## src/rtl/dcache_writeback_buffer_if.sv

```systemverilog
// dcache_writeback_buffer_if: eviction, snoop and writeback-port signals of the dcache writeback buffer
interface dcache_writeback_buffer_if #(
  parameter int WIDTH      = 64,
  parameter int ADDR_WIDTH = 64,
  parameter int TAG_WIDTH  = 13,
  parameter int LINE_BEATS = 8,
  parameter int DEPTH      = 4
);
  logic                          evict_valid;
  logic                          evict_ready;
  logic [ADDR_WIDTH-1:0]         evict_addr;
  logic [WIDTH*LINE_BEATS-1:0]   evict_data;
  logic [ADDR_WIDTH-1:0]         lookup_addr;
  logic                          lookup_hit;
  logic                          wb_reqcyc;
  logic [ADDR_WIDTH-1:0]         wb_req;
  logic [TAG_WIDTH-1:0]          wb_reqtag;
  logic [WIDTH-1:0]              wb_reqdata;
  logic                          wb_reqack;
  logic                          wb_writeack;
  logic [$clog2(DEPTH):0]        count;
  logic                          empty;
  modport master (
    output evict_valid, evict_addr, evict_data, lookup_addr, wb_reqack, wb_writeack,
    input  evict_ready, lookup_hit, wb_reqcyc, wb_req, wb_reqtag, wb_reqdata, count, empty
  );
  modport slave (
    input  evict_valid, evict_addr, evict_data, lookup_addr, wb_reqack, wb_writeack,
    output evict_ready, lookup_hit, wb_reqcyc, wb_req, wb_reqtag, wb_reqdata, count, empty
  );
endinterface

```

## src/rtl/dcache_writeback_buffer.sv

```systemverilog
// dcache_writeback_buffer: queues evicted dirty lines and replays them in order as request + data beats
module dcache_writeback_buffer #(
  parameter int WIDTH      = 64,
  parameter int ADDR_WIDTH = 64,
  parameter int TAG_WIDTH  = 13,
  parameter int LINE_BEATS = 8,
  parameter int DEPTH      = 4,
  parameter logic [TAG_WIDTH-1:0] WRITE_TAG = 13'h100
) (
  input logic clk,
  input logic reset_n,
  dcache_writeback_buffer_if.slave bus
);
  localparam int OFF = $clog2(LINE_BEATS*WIDTH/8);
  localparam int PW  = $clog2(DEPTH);
  localparam int BW  = $clog2(LINE_BEATS);
  localparam int CW  = PW + 1;
  localparam logic [ADDR_WIDTH-1:0] LINE_MASK = {{(ADDR_WIDTH-OFF){1'b1}}, {OFF{1'b0}}};
  localparam logic [1:0] S_IDLE = 2'd0, S_REQ = 2'd1, S_DATA = 2'd2, S_WAIT = 2'd3;
  logic [ADDR_WIDTH-1:0]       r_addr [DEPTH];
  logic [WIDTH*LINE_BEATS-1:0] r_data [DEPTH];
  logic [DEPTH-1:0]            r_valid;
  logic [PW-1:0]               r_head, r_tail;
  logic [CW-1:0]               r_count;
  logic [1:0]                  r_state;
  logic [BW-1:0]               r_beat;
  logic                        w_push, w_pop, w_active, w_hit;
  logic [ADDR_WIDTH-1:0]       w_lookup_line;
  assign w_push        = bus.evict_valid && bus.evict_ready;
  assign w_pop         = r_state == S_WAIT && bus.wb_writeack;
  assign w_active      = r_state == S_REQ || r_state == S_DATA;
  assign w_lookup_line = bus.lookup_addr & LINE_MASK;
  assign bus.evict_ready = r_count != CW'(DEPTH);
  assign bus.empty       = r_count == '0;
  assign bus.count       = r_count;
  assign bus.lookup_hit  = w_hit;
  assign bus.wb_reqcyc   = r_state == S_REQ;
  assign bus.wb_reqtag   = w_active ? WRITE_TAG : '0;
  assign bus.wb_req      = r_state != S_IDLE ? r_addr[r_head] : '0;
  // the head entry stays put until its pop, so beats are read straight out of storage
  assign bus.wb_reqdata  = w_active ? r_data[r_head][r_beat*WIDTH +: WIDTH] : '0;
  always_comb begin
    w_hit = 1'b0;
    for (int i = 0; i < DEPTH; i++)
      w_hit = w_hit | (r_valid[i] && r_addr[i] == w_lookup_line);
  end
  always_ff @(posedge clk)
    if (w_push) begin
      r_addr[r_tail] <= bus.evict_addr & LINE_MASK;
      r_data[r_tail] <= bus.evict_data;
    end
  always_ff @(posedge clk or negedge reset_n)
    if (!reset_n) begin
      r_valid <= '0;
      r_head  <= '0;
      r_tail  <= '0;
      r_count <= '0;
      r_state <= S_IDLE;
      r_beat  <= '0;
    end else begin
      if (w_pop) r_valid[r_head] <= 1'b0;
      if (w_push) r_valid[r_tail] <= 1'b1;
      if (w_pop) r_head <= r_head + 1'b1;
      if (w_push) r_tail <= r_tail + 1'b1;
      r_count <= r_count + CW'(w_push) - CW'(w_pop);
      case (r_state)
        S_IDLE: if (r_count != '0) begin
          r_state <= S_REQ;
          r_beat  <= '0;
        end
        S_REQ: if (bus.wb_reqack) begin
          r_state <= S_DATA;
          r_beat  <= BW'(1);
        end
        S_DATA: if (r_beat == BW'(LINE_BEATS-1)) begin
          r_state <= S_WAIT;
          r_beat  <= '0;
        end else r_beat <= r_beat + 1'b1;
        default: if (bus.wb_writeack) r_state <= S_IDLE;
      endcase
    end
endmodule

```

## src/flat_wrapper.sv

```systemverilog
// flat-port wrapper written by rule: the top's interface ports become plain ports
module dcache_writeback_buffer_flat 
#(
  parameter int WIDTH      = 64,
  parameter int ADDR_WIDTH = 64,
  parameter int TAG_WIDTH  = 13,
  parameter int LINE_BEATS = 8,
  parameter int DEPTH      = 4,
  parameter logic [TAG_WIDTH-1:0] WRITE_TAG = 13'h100
)
  (clk, reset_n, bus_evict_valid, bus_evict_addr, bus_evict_data, bus_lookup_addr, bus_wb_reqack, bus_wb_writeack, bus_evict_ready, bus_lookup_hit, bus_wb_reqcyc, bus_wb_req, bus_wb_reqtag, bus_wb_reqdata, bus_count, bus_empty);
  dcache_writeback_buffer_if #(.WIDTH(WIDTH), .ADDR_WIDTH(ADDR_WIDTH), .TAG_WIDTH(TAG_WIDTH), .LINE_BEATS(LINE_BEATS), .DEPTH(DEPTH)) bus_i ();
  input logic clk;
  input logic reset_n;
  input wire logic [$bits(bus_i.evict_valid)-1:0] bus_evict_valid;
  input wire logic [$bits(bus_i.evict_addr)-1:0] bus_evict_addr;
  input wire logic [$bits(bus_i.evict_data)-1:0] bus_evict_data;
  input wire logic [$bits(bus_i.lookup_addr)-1:0] bus_lookup_addr;
  input wire logic [$bits(bus_i.wb_reqack)-1:0] bus_wb_reqack;
  input wire logic [$bits(bus_i.wb_writeack)-1:0] bus_wb_writeack;
  output wire logic [$bits(bus_i.evict_ready)-1:0] bus_evict_ready;
  output wire logic [$bits(bus_i.lookup_hit)-1:0] bus_lookup_hit;
  output wire logic [$bits(bus_i.wb_reqcyc)-1:0] bus_wb_reqcyc;
  output wire logic [$bits(bus_i.wb_req)-1:0] bus_wb_req;
  output wire logic [$bits(bus_i.wb_reqtag)-1:0] bus_wb_reqtag;
  output wire logic [$bits(bus_i.wb_reqdata)-1:0] bus_wb_reqdata;
  output wire logic [$bits(bus_i.count)-1:0] bus_count;
  output wire logic [$bits(bus_i.empty)-1:0] bus_empty;
  assign bus_i.evict_valid = bus_evict_valid;
  assign bus_i.evict_addr = bus_evict_addr;
  assign bus_i.evict_data = bus_evict_data;
  assign bus_i.lookup_addr = bus_lookup_addr;
  assign bus_i.wb_reqack = bus_wb_reqack;
  assign bus_i.wb_writeack = bus_wb_writeack;
  assign bus_evict_ready = bus_i.evict_ready;
  assign bus_lookup_hit = bus_i.lookup_hit;
  assign bus_wb_reqcyc = bus_i.wb_reqcyc;
  assign bus_wb_req = bus_i.wb_req;
  assign bus_wb_reqtag = bus_i.wb_reqtag;
  assign bus_wb_reqdata = bus_i.wb_reqdata;
  assign bus_count = bus_i.count;
  assign bus_empty = bus_i.empty;
  dcache_writeback_buffer #(.WIDTH(WIDTH), .ADDR_WIDTH(ADDR_WIDTH), .TAG_WIDTH(TAG_WIDTH), .LINE_BEATS(LINE_BEATS), .DEPTH(DEPTH), .WRITE_TAG(WRITE_TAG)) u_core (.clk(clk), .reset_n(reset_n), .bus(bus_i));
endmodule
```

## config.mk

```make
export PLATFORM = sky130hd
export DESIGN_NAME = dcache_writeback_buffer_flat
export DESIGN_NICKNAME = d
export VERILOG_FILES = /design/src/rtl/dcache_writeback_buffer_if.sv /design/src/rtl/dcache_writeback_buffer.sv /design/src/flat_wrapper.sv
export SDC_FILE = /design/constraint.sdc
export NUM_CORES = 2
export LEC_CHECK = 0
export BUFFER_PORTS_ARGS = -buffer_cell sky130_fd_sc_hd__buf_4
export CAP_MARGIN = 20
export CORE_MARGIN = 1.5
export CORE_UTILIZATION = 40
export DETAILED_ROUTE_END_ITERATION = 10
export PLACE_DENSITY = 0.71
export RECOVER_POWER = 25
export SETUP_SLACK_MARGIN = 0.1
export SYNTH_ARGS = -nofsm -noshare
export SYNTH_HDL_FRONTEND = slang
export SYNTH_SLANG_ARGS = --single-unit
```

## constraint.sdc

```tcl
create_clock -name clk -period 13.9 [get_ports clk]
set_input_delay 1.39 -clock clk [delete_from_list [all_inputs] [get_ports clk]]
set_output_delay 1.39 -clock clk [all_outputs]
set_load 0.03 [all_outputs]
```

### Word level (Yosys, flattened, before mapping)

Memories as Yosys holds them, arrays and structs flattened.
Cells that the tools add are included.

| operators by class | value |
|---|---|
| bitwise logic cells | 6 |
| add/sub/neg operators | 5 |
| eq/ne operators | 12 |
| multiplexer cells | 20 |
| reduce and logical (&&, ||, !) cells | 17 |
| order comparisons | 4 |
| shifts and indexed selects | 1 |

Operators by type and width:

| operator | count |
|---|---|
| variable part select 512 x 10 -> 64 bit | 1 |
| == test 64 bit | 4 |
| two-way mux 64 bit | 2 |
| two-way mux 3 bit | 3 |
| two-way mux 9 bit | 1 |
| case mux 3 bit (3 select lines) | 1 |
| logical AND 1 bit | 8 |
| two-way mux 2 bit | 4 |
| two-way mux 4 bit | 2 |
| less-than comparator 2 x 3 -> 1 bit (second input constant) | 2 |
| case mux 2 bit (3 select lines) | 1 |
| nonzero test 3 bit | 2 |
| adder 2 x 1 -> 2 bit (second input constant) | 2 |
| bitwise AND 4 bit | 1 |
| demux 1 bit (select 2 bit) | 2 |
| == test 2 bit (second input constant) | 2 |
| greater-or-equal comparator 2 x 1 -> 1 bit (second input constant) | 2 |
| two-way mux 1 bit | 4 |
| != test 2 bit (second input constant) | 2 |
| inverter 4 bit | 1 |
| bitwise OR 4 bit | 1 |
| AND reduction 4 bit | 1 |
| nonzero test 4 bit | 1 |
| adder 3 x 1 -> 3 bit | 1 |
| 12 further kinds | 14 |

| storage, ports and cells | value |
|---|---|
| memories kept | 2 |
| input bits | 645 |
| register bits | 16 |
| word-level logic and storage cells | 73 |
| output and inout port bits | 148 |
| bits in writable memories | 2280 |

Memories:

| memory | depth | width | rd ports | clocked after memory_dff | write ports | line | text |
|---|---|---|---|---|---|---|---|
| u_core.r_data | 4 | 512 | 1 | 0 | 1 | dcache_writeback_buffer.sv:21 | `logic [WIDTH*LINE_BEATS-1:0] r_data [DEPTH];` |
| u_core.r_addr | 4 | 58 | 5 | 0 | 1 | dcache_writeback_buffer.sv:20 | `logic [ADDR_WIDTH-1:0] r_addr [DEPTH];` |

### Logic depth before layout (Yosys ltp)

| logic depth | value |
|---|---|
| depth after elaboration | 9 |
| gate-level depth with buffers | 9 |
| gate-level depth less buffers | 7 |

### Least setup slack after synthesis

Ideal clock, no wire load.

| timing path | value |
|---|---|
| kind | input-to-reg |
| start | in bus_evict_valid |
| end | mem u_core.r_addr[0][0] (netlist bit), enable pin |
| buffers on the path | 0 |
| data arrival time | 14.311 ns |
| data required time | 12.883 ns |
| stages on the path | 1 |
| library setup time | 1.017 ns |
| path slack | -1.428 ns |
| cells stage by stage | and3_1 |

| between the ends | value |
|---|---|
| cells in the longest elaborated chain, start to end | 3 |

RTL lines:

| item | line | text |
|---|---|---|
| start, declared | flat_wrapper.sv:15 | `input wire logic [$bits(bus_i.evict_valid)-1:0] bus_evict_valid;` |
| logical AND 1 bit | dcache_writeback_buffer.sv:29 | `assign w_push = bus.evict_valid && bus.evict_ready;` |
| two-way mux 1 bit | dcache_writeback_buffer.sv:48 | `if (w_push) begin` |
| two-way mux 1 bit (not written as such) | dcache_writeback_buffer.sv:49 | `r_addr[r_tail] <= bus.evict_addr & LINE_MASK;` |
| end, declared | dcache_writeback_buffer.sv:20 |  |

Every way passes these cells.

### Final worst setup path

| timing path | value |
|---|---|
| start | reg u_core.r_head[1] |
| end | out bus_wb_reqdata[60] |

| between the ends | value |
|---|---|
| cells in the longest elaborated chain, start to end | 3 |

RTL lines:

| item | line | text |
|---|---|---|
| start, declared | dcache_writeback_buffer.sv:23 | `logic [PW-1:0] r_head, r_tail;` |
| start signal, assigned | dcache_writeback_buffer.sv:63 | `if (w_pop) r_head <= r_head + 1'b1;` |
| memory read (4 x 512 bit) | - |  |
| variable part select 512 x 10 -> 64 bit | dcache_writeback_buffer.sv:41 | `assign bus.wb_reqdata = w_active ? r_data[r_head][r_beat*WIDTH +: WIDTH] : '0;` |
| two-way mux 64 bit | dcache_writeback_buffer.sv:41 |  |
| end, declared | flat_wrapper.sv:26 | `output wire logic [$bits(bus_i.wb_reqdata)-1:0] bus_wb_reqdata;` |

Every way passes these cells.

==> impl_metrics.tcl <==
set metrics [dict create \
    power_frac_seq_pct 41.9 \
    synth_area_in_xor_xnor_pct 1.64 \
    synth_cell_type_count 47 \
    pwr-share-clk_pct 26.8 \
    post_synth_instance_area_mm2 0.0900 \
    postCtsSetupBuffers 0 \
    die_extent_in_x_um 477 \
    drcViolationCount 0 \
    p_switching_w 0.00723 \
    tritoncts "built" \
    tritoncts_num_sinks 2296 \
    maxCapViolCount 0 \
    postSynthAreaPerCell_um2 22.6 \
    slew_at_the_pin_with_the_worst_max_slew_slack_ns 1.18 \
    vias_per_cell 5.56 \
    status "completed" \
    timing.final.hold_violations 0 \
    cp_common_cell "sky130_fd_sc_hd__buf_4" \
    core.rowCount 173 \
    cts.reportedPaths.clkPinSlew_ns 0.06 \
    synth_fa_ha_area_share_pct 0.259 \
    synth_top_family_by_area "multiplexers" \
    clkLatencyLatePin_ns 0.87 \
    power_per_cell_area_mw_per_mm2 215 \
    postLayoutCoreUtil_pct 47.3 \
    post_cts_resize_count 0 \
    critical_path.max_stage_delay_ns 0.81 \
    synth-simple-area-share_pct 1.42 \
    core_region_area_mm2 0.223 \
    cts_max_path_buffers 3 \
    cts_htree_levels 4 \
    final_layout_size_suffix_gt1_share_pct 29.3 \
    final-seq-area_mm2 0.0689 \
    crit_path_cell_trace "buf_4 > buf_4 > mux4_2 > a22o_1 > a221oi_1 > o22ai_1 > buf_4" \
    drt_first_iter_violations 4524 \
    detailedPlacementHpwl_mm 158 \
    final_period_util_pct 48.2 \
    r2r_setup_slack_ns 9.50 \
    critical_path_class "register to primary output" \
    setup_crit_end_kind "primary output" \
    synthToLayoutAreaGrowth_pct 17.2 \
    fmax_mhz 149 \
    finalSetupViolCount 0 \
    ys_async_sr_fraction_pct 0.697 \
    antenna_left 0 \
    routed-via-count 44900 \
    pin_count_of_the_biggest_net_entering_global_routing 147 \
    grt_pass1_wl_mm 337 \
    cp_slowest_cell "sky130_fd_sc_hd__dfrtp_4" \
    die_h_um 477 \
    hold_path_depth 1 \
    netlist_instances 3975 \
    hold_path_startpoint "u_core.r_valid[1]" \
    postSynth.topFlopCell "sky130_fd_sc_hd__edfxtp_1" \
    timing.hold.ws_ns 0.517 \
    grt_setup_unrepaired "no" \
    detail_route.wl_per_cell_um 29.7 \
    fin_tns_setup_ns 0 \
    antenna_violations_before_repair 120 \
    area_of_the_multi_input_gates_mm2 0.0198 \
    first_pass_drt_iterations 8 \
    nNetsFinal 5498 \
    timing_max_transition_violations_final 0 \
    worst_ep_required_time_ns 12.51 \
    gr-usage-all-layers_pct 20.7 \
    grt-ovfl-total 0 \
    port-buffer-count 762 \
    timing.reg2reg.worst_path_depth 6 \
    fin_skew_ns 0.0476 \
    floorplan.die_area_mm2 0.228 \
    ys_warn_count 0 \
    first_global_vias 46100 \
    power.internal_w 0.0155 \
    power.switching_fraction_pct 31.8 \
    layout_commonest_cell "sky130_fd_sc_hd__edfxtp_1" \
    cts_hold_buffers 0 \
    most_frequent_cells_in_the_layout "sky130_fd_sc_hd__edfxtp_1, sky130_fd_sc_hd__mux4_2, sky130_fd_sc_hd__buf_4" \
    cts_root_buf "sky130_fd_sc_hd__clkbuf_16" \
    power.share.combinational_pct 31.3 \
    yosys-mux-area-fraction_pct 16.3 \
    worst_ep_arrival_time_ns 5.30 \
    worst_rel_slew_slack_pct 21.0 \
    power.static_leakage_nw 34.2 \
    ys_seq_area_share_pct 76.6 \
    holdCritPathClass "register to register" \
    layout.filler_cells 18400 \
    gp_routability_congestion 0.952 \
    synth_seq_cells 2296 \
    vdd.ir_drop.worst_v 0.000194 \
    endpoint_with_the_worst_hold_slack "u_core.r_valid[1]" \
    timing.rr.end "u_core.r_data[2][308]" \
    timing.final.crit_period_ns 6.69 \
    floorplan.initialDensity_pct 40.3 \
    io-pin-count 793 \
    critical_path.startpoint_type "register" \
    cp_max_fo 52 \
    drt-total-wl_mm 239 \
    cts_made_buffers 227 \
    fin_total_pwr_w 0.0227 \
    rr_startpoint "u_core.bus.count[1]" \
    synth_enable_flop_cells 2280 \
    synth_compound_area_share_pct 2.23 \
]
power groups by stage:
stage	sequential [W]	combinational, W	clock [W]
after detailed placement	0.00966	0.00729	0
final	0.00952	0.00712	0.00608
after floorplan	0.00991	0.00474	0
after global routing	0.00962	0.00754	0.00645
after global placement	0.00957	0.00728	0
after CTS	0.00953	0.00732	0.00620
cell type report:
cell class / count / share of cell area (%)
Sequential cell: 2296 / 65.3
Multi-Input combinational cell: 1405 / 18.8
Clock buffer: 275 / 5.58
Timing Repair Buffer: 835 / 4.87
Tap cell: 2975 / 3.53
Clock inverter: 150 / 1.51
Inverter: 70 / 0.257
Antenna cell: 59 / 0.140
synth_stat cells (42+ instances only):
master                     count  area, um^2
sky130_fd_sc_hd__o22ai_1      42         263
sky130_fd_sc_hd__nor2b_1      59         369
sky130_fd_sc_hd__mux2i_1      67         671
sky130_fd_sc_hd__xor2_1      101         885
sky130_fd_sc_hd__inv_1        67         251
sky130_fd_sc_hd__buf_2        70         350
sky130_fd_sc_hd__a221oi_1     51         447
sky130_fd_sc_hd__xnor2_1      67         587
sky130_fd_sc_hd__mux4_2      613       13800
sky130_fd_sc_hd__edfxtp_1   2280       68500
sky130_fd_sc_hd__clkbuf_1     88         330
sky130_fd_sc_hd__nand2_1      62         233
per-layer routing:
metal | share of wire (%) | wire [um] | GRT usage (%) | vias to the layer above
met4 | 4.0 | 9640 | 8.91 | 134
met2 | 49 | 117000 | 33.1 | 2014
met1 | 38 | 90200 | 25.8 | 23500
met5 | 0.35 | 834 | 0 | -
li1 | - | - | - | 18700
met3 | 9.1 | 21900 | 6.59 | 530
per-stage QoR:
step	instance area [um^2]	setup WS (ns)	cells
after global routing	105000	6.96	8036
after floorplan	90000	5.21	3992
after global placement	99100	7.99	7580
final	105000	7.21	8065
after detailed placement	99100	7.96	7580
after CTS	107000	6.99	8005
how the worst max path moves through the flow:
stage	end	startpoint	slack, ns
floorplan	u_core.r_addr[0][0]	bus_evict_valid	5.21
global placement	bus_wb_reqdata[26]	u_core.r_head[1]	7.99
detailed placement	bus_wb_reqdata[26]	u_core.r_head[1]	7.96
CTS	bus_wb_reqdata[26]	u_core.r_head[1]	6.99
global route	bus_wb_reqdata[10]	u_core.r_head[1]	6.96
finish	bus_wb_reqdata[60]	u_core.r_head[1]	7.21
state kept, by name (all words and copies together) (netlist names):
| register | cells |
|---|---|
| u_core.r_tail | 2 |
| u_core.r_addr | 232 |
| u_core.r_data | 2048 |
| u_core.r_state | 2 |
| u_core.r_valid | 4 |
| u_core.r_beat | 3 |
| u_core.r_head | 2 |
| u_core.bus.count | 3 |
worst max-delay path: cells and delay by family, from the launching register on:
| kind | cells | cell delay, ns |
|---|---|---|
| AOI/OAI and AO/OA | 3 | 1.36 |
| DFF | 1 | 0.81 |
| muxes | 1 | 0.41 |
| buffers and inverters | 3 | 1.81 |
kinds of logic after synthesis:
| family | count (synthesis) |
|---|---|
| XOR/XNOR | 168 |
| adder cells (fa/ha/maj) | 18 |
| other | 1 |
| AND/OR/NAND/NOR | 244 |
| buffers and inverters | 291 |
| multiplexers | 699 |
| flip-flops | 2296 |
| AO/OA/AOI/OAI | 258 |
Power figures use the tool's default switching activity.
